$ cat config.mk
export PLATFORM = sky130hd
export DESIGN_NAME = multiplier_4bit_seq_flat
export DESIGN_NICKNAME = d
export VERILOG_FILES = /design/src/rtl/multiplier_4bit_seq_if.sv /design/src/rtl/multiplier_4bit_seq.sv /design/src/flat_wrapper.sv
export SDC_FILE = /design/constraint.sdc
export NUM_CORES = 1
export LEC_CHECK = 0
export BUFFER_PORTS_ARGS = -buffer_cell sky130_fd_sc_hd__buf_2
export CAP_MARGIN = 20
export CORE_MARGIN = 2
export CORE_UTILIZATION = 40
export DETAILED_ROUTE_END_ITERATION = 7
export GPL_ROUTABILITY_DRIVEN = 0
export GPL_TIMING_DRIVEN = 0
export PLACE_DENSITY_LB_ADDON = 0.15
export SETUP_SLACK_MARGIN = 0.15
export SLEW_MARGIN = 10
export SYNTH_ARGS = -nofsm -noshare
export SYNTH_HDL_FRONTEND = slang
export SYNTH_SLANG_ARGS = --single-unit
$ cat constraint.sdc
create_clock -name clk -period 3.4 [get_ports clk]
set_input_delay 0.68 -clock clk [delete_from_list [all_inputs] [get_ports clk]]
set_output_delay 0.68 -clock clk [all_outputs]
set_load 0.02 [all_outputs]
$ cat src/rtl/multiplier_4bit_seq_if.sv
// Operand/product handshake bundle for multiplier_4bit_seq.
// master drives operands and product acceptance; slave is the multiplier.
interface multiplier_4bit_seq_if;
    logic       inValid;
    logic [3:0] inA;
    logic [3:0] inB;
    logic       outReady;
    logic [7:0] outProduct;
    logic       outValid;
    logic       inReady;

    modport master (
        output inValid, inA, inB, inReady,
        input  outReady, outProduct, outValid
    );

    modport slave (
        input  inValid, inA, inB, inReady,
        output outReady, outProduct, outValid
    );
endinterface

$ cat src/rtl/multiplier_4bit_seq.sv
// 4x4 unsigned shift-add multiplier, IDLE/RUN/DONE handshake FSM.
// Optional MULT_ZERO_SKIP_EN: zero operand goes straight to DONE.
module adder_4bit (
    input  logic [3:0] a,
    input  logic [3:0] b,
    input  logic       inCarry,
    output logic [3:0] sum,
    output logic       outCarry
);
    assign {outCarry, sum} = {1'b0, a} + {1'b0, b} + {4'b0, inCarry};
endmodule

module multiplier_4bit_seq (
    input logic                 clk,
    input logic                 reset,
    multiplier_4bit_seq_if.slave bus
);
    typedef enum logic [1:0] {
        IDLE = 2'd0,
        RUN  = 2'd1,
        DONE = 2'd2
    } state_t;

    state_t     state;
    logic [3:0] mcand;
    logic [3:0] mplier;
    logic [7:0] acc;
    logic [1:0] count;
    logic [7:0] product;
    logic       valid;
    logic       ready;

    logic [3:0]  sum;
    logic        carry;
    logic [4:0]  partial;
    logic [11:0] shifted;

    adder_4bit u_add (
        .a        (acc[7:4]),
        .b        (mcand),
        .inCarry  (1'b0),
        .sum      (sum),
        .outCarry (carry)
    );

    // Partial sum (carry kept as fifth bit), then the
    // {carry, acc, multiplier} chain shifted right by one.
    always_comb begin
        partial = mplier[0] ? {carry, sum} : {1'b0, acc[7:4]};
        shifted = {partial, acc[3:0], mplier[3:1]};
    end

    // Handshake FSM with registered outputs and datapath.
    always_ff @(posedge clk) begin
        if (reset) begin
            state   <= IDLE;
            mcand   <= 4'd0;
            mplier  <= 4'd0;
            acc     <= 8'd0;
            count   <= 2'd0;
            product <= 8'd0;
            valid   <= 1'b0;
            ready   <= 1'b1;
        end else begin
            unique case (state)
                IDLE: begin
                    if (bus.inValid) begin
                        mcand  <= bus.inA;
                        mplier <= bus.inB;
                        acc    <= 8'd0;
                        count  <= 2'd0;
                        ready  <= 1'b0;
`ifdef MULT_ZERO_SKIP_EN
                        if (bus.inA == 4'd0 || bus.inB == 4'd0) begin
                            state   <= DONE;
                            product <= 8'd0;
                            valid   <= 1'b1;
                        end else begin
                            state <= RUN;
                        end
`else
                        state <= RUN;
`endif
                    end
                end
                RUN: begin
                    acc    <= shifted[11:4];
                    mplier <= shifted[3:0];
                    count  <= count + 2'd1;
                    if (count == 2'd3) begin
                        state   <= DONE;
                        product <= shifted[11:4];
                        valid   <= 1'b1;
                    end
                end
                DONE: begin
                    if (bus.inReady) begin
                        state <= IDLE;
                        valid <= 1'b0;
                        ready <= 1'b1;
                    end
                end
                default: begin
                    state <= IDLE;
                    valid <= 1'b0;
                    ready <= 1'b1;
                end
            endcase
        end
    end

    assign bus.outProduct = product;
    assign bus.outValid   = valid;
    assign bus.outReady   = ready;
endmodule

$ cat src/flat_wrapper.sv
// flat-port wrapper written by rule: the top's interface ports become plain ports
module multiplier_4bit_seq_flat 
  (clk, reset, bus_inValid, bus_inA, bus_inB, bus_inReady, bus_outReady, bus_outProduct, bus_outValid);
  multiplier_4bit_seq_if bus_i ();
  input logic clk;
  input logic reset;
  input wire logic [$bits(bus_i.inValid)-1:0] bus_inValid;
  input wire logic [$bits(bus_i.inA)-1:0] bus_inA;
  input wire logic [$bits(bus_i.inB)-1:0] bus_inB;
  input wire logic [$bits(bus_i.inReady)-1:0] bus_inReady;
  output wire logic [$bits(bus_i.outReady)-1:0] bus_outReady;
  output wire logic [$bits(bus_i.outProduct)-1:0] bus_outProduct;
  output wire logic [$bits(bus_i.outValid)-1:0] bus_outValid;
  assign bus_i.inValid = bus_inValid;
  assign bus_i.inA = bus_inA;
  assign bus_i.inB = bus_inB;
  assign bus_i.inReady = bus_inReady;
  assign bus_outReady = bus_i.outReady;
  assign bus_outProduct = bus_i.outProduct;
  assign bus_outValid = bus_i.outValid;
  multiplier_4bit_seq u_core (.clk(clk), .reset(reset), .bus(bus_i));
endmodule
==> reports/results.ini, run 1 <==
[grt]
grt_overflow=0
grt_first_pass_wirelength_um=4940
grt_usage_pct=16.4
grt_max_degree=11
antenna_found_initial=0
first_global_vias=1098

[worst_setup_path]
required_ps=3620
end_kind=flip-flop
max_stage_delay_ps=400
crit_type=flip-flop to flip-flop
cp_cell_sequence=ha_1, inv_1, fa_1, xnor2_1, mux2_2, a22oi_1, nor2_1
crit_path_start_kind=flip-flop
reg2reg_depth=7
crit_buf_inv=1
cp.arrival_ps=1950
critPathTopFamily=adder cells
slowest_stage=fa_1
critical_path.max_fanout=3
startpoint=u_core.acc[4]$_SDFFE_PP0P_
path_depth=7
timing.rr.start=u_core.acc[4]$_SDFFE_PP0P_

[synth]
async_flop_share_pct=0
synthTopCellsByArea=dfxtp_1 (44%), nand2_1 (9.3%), a21oi_1 (7.7%), nor2_1 (5.2%), ha_1 (4.6%)
yosys.area.top_type_share_pct=43.9
synth_common_cells=nand2_1 (34), dfxtp_1 (30), a21oi_1 (21)
synthCells=159
ys_seq_area_share_pct=43.9
synth_most_common_cell=nand2_1
syn_nets=177
synth_ff_type=dfxtp_1
yosys.cell_types.count=34
synth_edf_count=0
ys_ff_latch=30
ys.warnings.count=0
synth_top_area_cell=dfxtp_1
synth.avg_cell_area_um2=8.60
synth.cell_area_mm2=0.00137

[cts]
hold_buffers=0
cts_resized=0
cts_max_level=2
post-cts-setup-buffer-count=0
clock_path_buffers=2
cts_sinks=30
clock_latency_ps=340
cts_tree=built
cts_root_buffer=clkbuf_4
clkSlewWorstSetupHoldPaths_ps=100
cts-buffers-inserted=5

[sta]
min_period_ps=1730
rsz0062_at_grt=no
tightest_slew_ps=578
finalCritPeriodShare_pct=50.9
clock_skew_ps=7.97
max_slew_margin_pct=61.5
slew_viol_final=0
fin_setup_tns_ps=0
hold_viol=0
max_freq_ghz=0.578
finalSetupViolations=0

[power]
p_int_mw=0.502
leakagePower_nw=0.640
comb_power_share_pct=13.7
seqPwrFrac_pct=53.9
p_clk_share_pct=32.4
p_sw_share_pct=27.4
power_mw=0.691
powerDensity_mw_per_mm2=435
p_sw_mw=0.190
ir_drop_v=0.000219

[drt]
drt-initial-drc-count=37
drt_first_pass_iters=4
wl_um=2940
postRouteAntennaNets=0
drc=0
dr_total_vias=1167
via_per_inst=4.99
wl_per_cell_um=12.6

[final_layout]
finish.utilization_pct=48.0
syn_to_final_growth_pct=16.3
design_area_mm2=0.00159
fin_nets=205
finalNonFillerCells=234
n_antenna_cell=0
drive_gt1_share_pct=22.3

[min_path]
min_path_cells=2
worstHoldStart=u_core.bus.outProduct[1]$_SDFFE_PP0P_
hp-class=flip-flop to flip-flop

[status]
status=completed

[floorplan]
initial_utilization_pct=41.3
ios=22
die_area_mm2=0.00390
die_w_um=62.5
row_count=21
die_y_um=62.5
coreArea_mm2=0.00331

[place]
port_buffers=21
post-dp-hpwl_um=2140
place_inst=226
placedInstanceArea_mm2=0.00153

[flow_run]
drv_cap=0

[worst min-delay path, stage by stage, from the launching register on]
cell and delay, ps:
dfxtp_1 320, nand2_1 50, a21oi_1 50
[path summary, 6_finish.rpt]
check                                               end  slack, ps
setup / recovery             u_core.acc[5]$_SDFFE_PP0P_       1670
hold reg to reg   u_core.bus.outProduct[1]$_SDFFE_PP0P_        460
setup reg to reg             u_core.acc[5]$_SDFFE_PP0P_       1670
hold / removal    u_core.bus.outProduct[1]$_SDFFE_PP0P_        460
[kinds of logic after synthesis]
kind of cell / share of synthesized area (%)
xor+xnor: 0.641
buf+inv: 4.21
fa+ha+maj: 6.04
compound gates: 18.6
flops: 43.9
simple gates: 25.0
mux: 1.65
[cells in the final DEF (no fill, tap or decap), drive strengths merged]
master  count
nand2      35
dfxtp      30
buf        27
a21oi      21
nor2       19
clkbuf      9
ha          5
a311oi      5
inv         4
nand3       4
a22oi       3
nand2b      3
or3b        2
nor2b       2
mux2        2
nand3b      2
o31ai       2
nor3b       1
and2b       1
nor4bb      1
a31oi       1
o32ai       1
xnor2       1
and2        1
a211oi      1
o21a        1
o21ai       1
o21bai      1
fa          1
clkinv      1
[registers in the layout, summed over array words and instances, names as in the netlist]
signal / flops
u_core.count: 2
u_core.acc: 8
u_core.bus.outReady: 1
u_core.mplier: 4
u_core.state: 2
u_core.bus.outValid: 1
u_core.mcand: 4
u_core.bus.outProduct: 8
[routing by layer]
metal	wire length [um]	GRT usage [%]	vias to the layer above	part of all wire (%)
li1	-	-	600	-
met1	1370	19.0	533	46
met2	1360	26.9	26	46
met3	139	5.59	8	4.7
met4	70	8.33	0	2.4
met5	0	0	-	0
[power groups by stage]
stage	Combinational (mW)	Sequential [mW]	Clock (mW)
3_3_place_gp	0.0920	0.380	0
5_1_grt	0.106	0.374	0.245
4_1_cts	0.0954	0.373	0.232
6_report	0.0947	0.373	0.224
2_1_floorplan	0.0692	0.380	0
3_5_place_dp	0.0954	0.381	0
[layout make-up]
class	count	area [um2]
clock buffers	7	55.1
inverters	4	15.0
flip-flops and latches	30	601
well taps	46	57.6
multi-input cells	117	709
fillers	341	1720
plain buffers	8	42.5
clock inverters	1	5.00
repair buffers	21	105
[through the flow]
stage / worst slack (ps) / hold WS, ps
finish: 1670 / 456
floorplan: 1790 / 440
detailed placement: 1550 / 445
global route: 1610 / 471
global placement: 1580 / 443
CTS: 1680 / 459
(Power assumes the default switching activity.)
==> run 2, diff against run 1 <==
- ABC_AREA: unset -> 1
- clock period: 3.4 -> 1.8 ns (I/O delays scaled with it)
==> reports/results.ini, run 2 <==
[final_layout]
drive_gt1_share_pct=22.4
multi_input_area_um2=674
seq_area_um2=603
n_antenna_cell=0
num-fill-cells=354
final_common_cell=nand2_1
final_cell_mix=nand2_1 (46), dfxtp_1 (28), a21oi_1 (23)
syn_to_final_growth_pct=18.3
fin_nets=227
finalNonFillerCells=256

[drt]
drc=0
drt-initial-drc-count=54
via_per_inst=4.87
wl_per_cell_um=11.4
postRouteAntennaNets=0
wl_um=2910
dr_total_vias=1246
drt_first_pass_iters=4

[cts]
hold_buffers=0
clock_latency_ps=330
cts_tree=built
clkSlewWorstSetupHoldPaths_ps=90
cts_sinks=30
cts_root_buffer=clkbuf_4
cts-buffers-inserted=5
cts_max_level=2
clock_path_buffers=2

[sta]
slew_viol_final=0
finalCritPeriodShare_pct=88.1
hold_slack_ps=255
fin_setup_tns_ps=0
hold_viol=0
min_period_ps=1590
finalSetupViolations=0
setup_ws_ps=214
tightest_slew_ps=464
rsz0062_at_grt=no
clock_skew_ps=5.49
max_freq_ghz=0.631
max_slew_margin_pct=69.1

[place]
port_buffers=20
post-dp-hpwl_um=2150
place_ws_ps=129
place_inst=247

[floorplan]
die_y_um=62.5
ios=22
row_count=21
die_area_mm2=0.00390
die_w_um=62.5
coreArea_mm2=0.00331
initial_utilization_pct=41.3

[power]
powerDensity_mw_per_mm2=798
power_mw=1.29
ir_drop_v=0.000309
leakagePower_nw=0.720

[synth]
synth_top_family_by_area=simple AND/OR/NAND/NOR gates
yosys.cell_types.count=21
synth_most_common_cell=nand2_1
synth_edf_count=0
synth_compound_area_share_pct=18.3
synth.avg_cell_area_um2=7.56
synth_top_area_cell=dfxtp_1
synth_adder_area_share_pct=6.04
async_flop_share_pct=0
ys.warnings.count=0
ys_seq_area_share_pct=43.9
synthTopCellsByArea=dfxtp_1 (44%), nand2_1 (13%), a21oi_1 (9.1%), o21ai_0 (6.2%), inv_1 (4.7%)
synth_xor_area_share_pct=0
synthCells=181
yosys.area_share.simple_pct=23.3
yosys.area.top_type_share_pct=43.9
synth_common_cells=nand2_1 (46), dfxtp_1 (30), a21oi_1 (25)
ys_ff_latch=30
syn_nets=199
synth.cell_area_mm2=0.00137
synth_ff_type=dfxtp_1
yosys-mux-area-fraction_pct=0

[grt]
grt_max_degree=11
grt_overflow=0
grt_usage_pct=16.3
grt_first_pass_wirelength_um=5020
first_global_vias=1192
antenna_found_initial=0

[worst_setup_path]
end_kind=flip-flop
required_ps=2060
critical_path.max_fanout=3
crit_type=flip-flop to flip-flop
crit_path_start_kind=flip-flop
cp.arrival_ps=1850

[status]
status=completed

[flow_run]
drv_cap=0

[min_path]
hp-class=primary input to flip-flop

[run 2: per-stage QoR]
step | area, um2 | utilization, %
floorplan | 1370 | -
global placement | 1530 | 46.1
detailed placement | 1530 | 46.1
CTS | 1590 | 48.1
global route | 1620 | 48.9
finish | 1620 | 48.9
[run 2: cell type report]
class | count | area share, %
timing repair buffer | 21 | 6.65
multi-input combinational | 125 | 41.7
clock inverter | 1 | 0.309
buffer | 6 | 2.47
sequential | 30 | 37.3
inverter | 20 | 4.64
tap | 46 | 3.56
clock buffer | 7 | 3.40
[run 2: metal layers]
layer / routed length, um / share of wire (%) / global-route usage [%]
met5: 0 / 0 / 0
met4: 68 / 2.3 / 8.89
met3: 114 / 3.9 / 4.32
met2: 1380 / 47 / 27.8
met1: 1350 / 46 / 18.6
[run 2: repair_timing]
| item | CTS | global route |
|---|---|---|
| gates resized for setup | 4 | 5 |
| setup buffers | 0 | 1 |
| setup endpoints to repair | 4 | 5 |
| endpoints found under the hold margin | 0 | 0 |
| pin swaps | 1 | 2 |
[run 2: logic make-up after synthesis]
family                   after synthesis
AO/OA/AOI/OAI                         48
adder cells (fa/ha/maj)                6
buffers and inverters                 26
flip-flops                            30
AND/OR/NAND/NOR                       71
[run 2: worst paths after layout]
path	endpoint	slack [ps]	depth (start not counted)	startpoint
max	u_core.acc[7]$_SDFFE_PP0P_	210	8	u_core.acc[4]$_SDFFE_PP0P_
min	u_core.mcand[0]$_SDFFE_PP0P_	260	3	bus_inA[0]
max reg2reg	u_core.acc[7]$_SDFFE_PP0P_	210	8	u_core.acc[4]$_SDFFE_PP0P_
min reg2reg	u_core.mplier[1]$_SDFFE_PP0P_	450	2	u_core.mplier[1]$_SDFFE_PP0P_
[run 2: critical path, cell delays in order, from the launching register on]
cell and delay (ps):
dfxtp_2 370, ha_4 140, inv_1 50, fa_2 340, inv_1 90, a21oi_1 60, o21bai_1 220, nand3_1 120
a21oi_2 130
[run 2: power by group]
| part | leakage (nW) | internal [mW] | total [mW] | switching [mW] |
|---|---|---|---|---|
| Combinational | 0.440 | 0.0617 | 0.171 | 0.109 |
| Sequential | 0.245 | 0.691 | 0.706 | 0.0159 |
| Clock | 0.0353 | 0.189 | 0.414 | 0.225 |
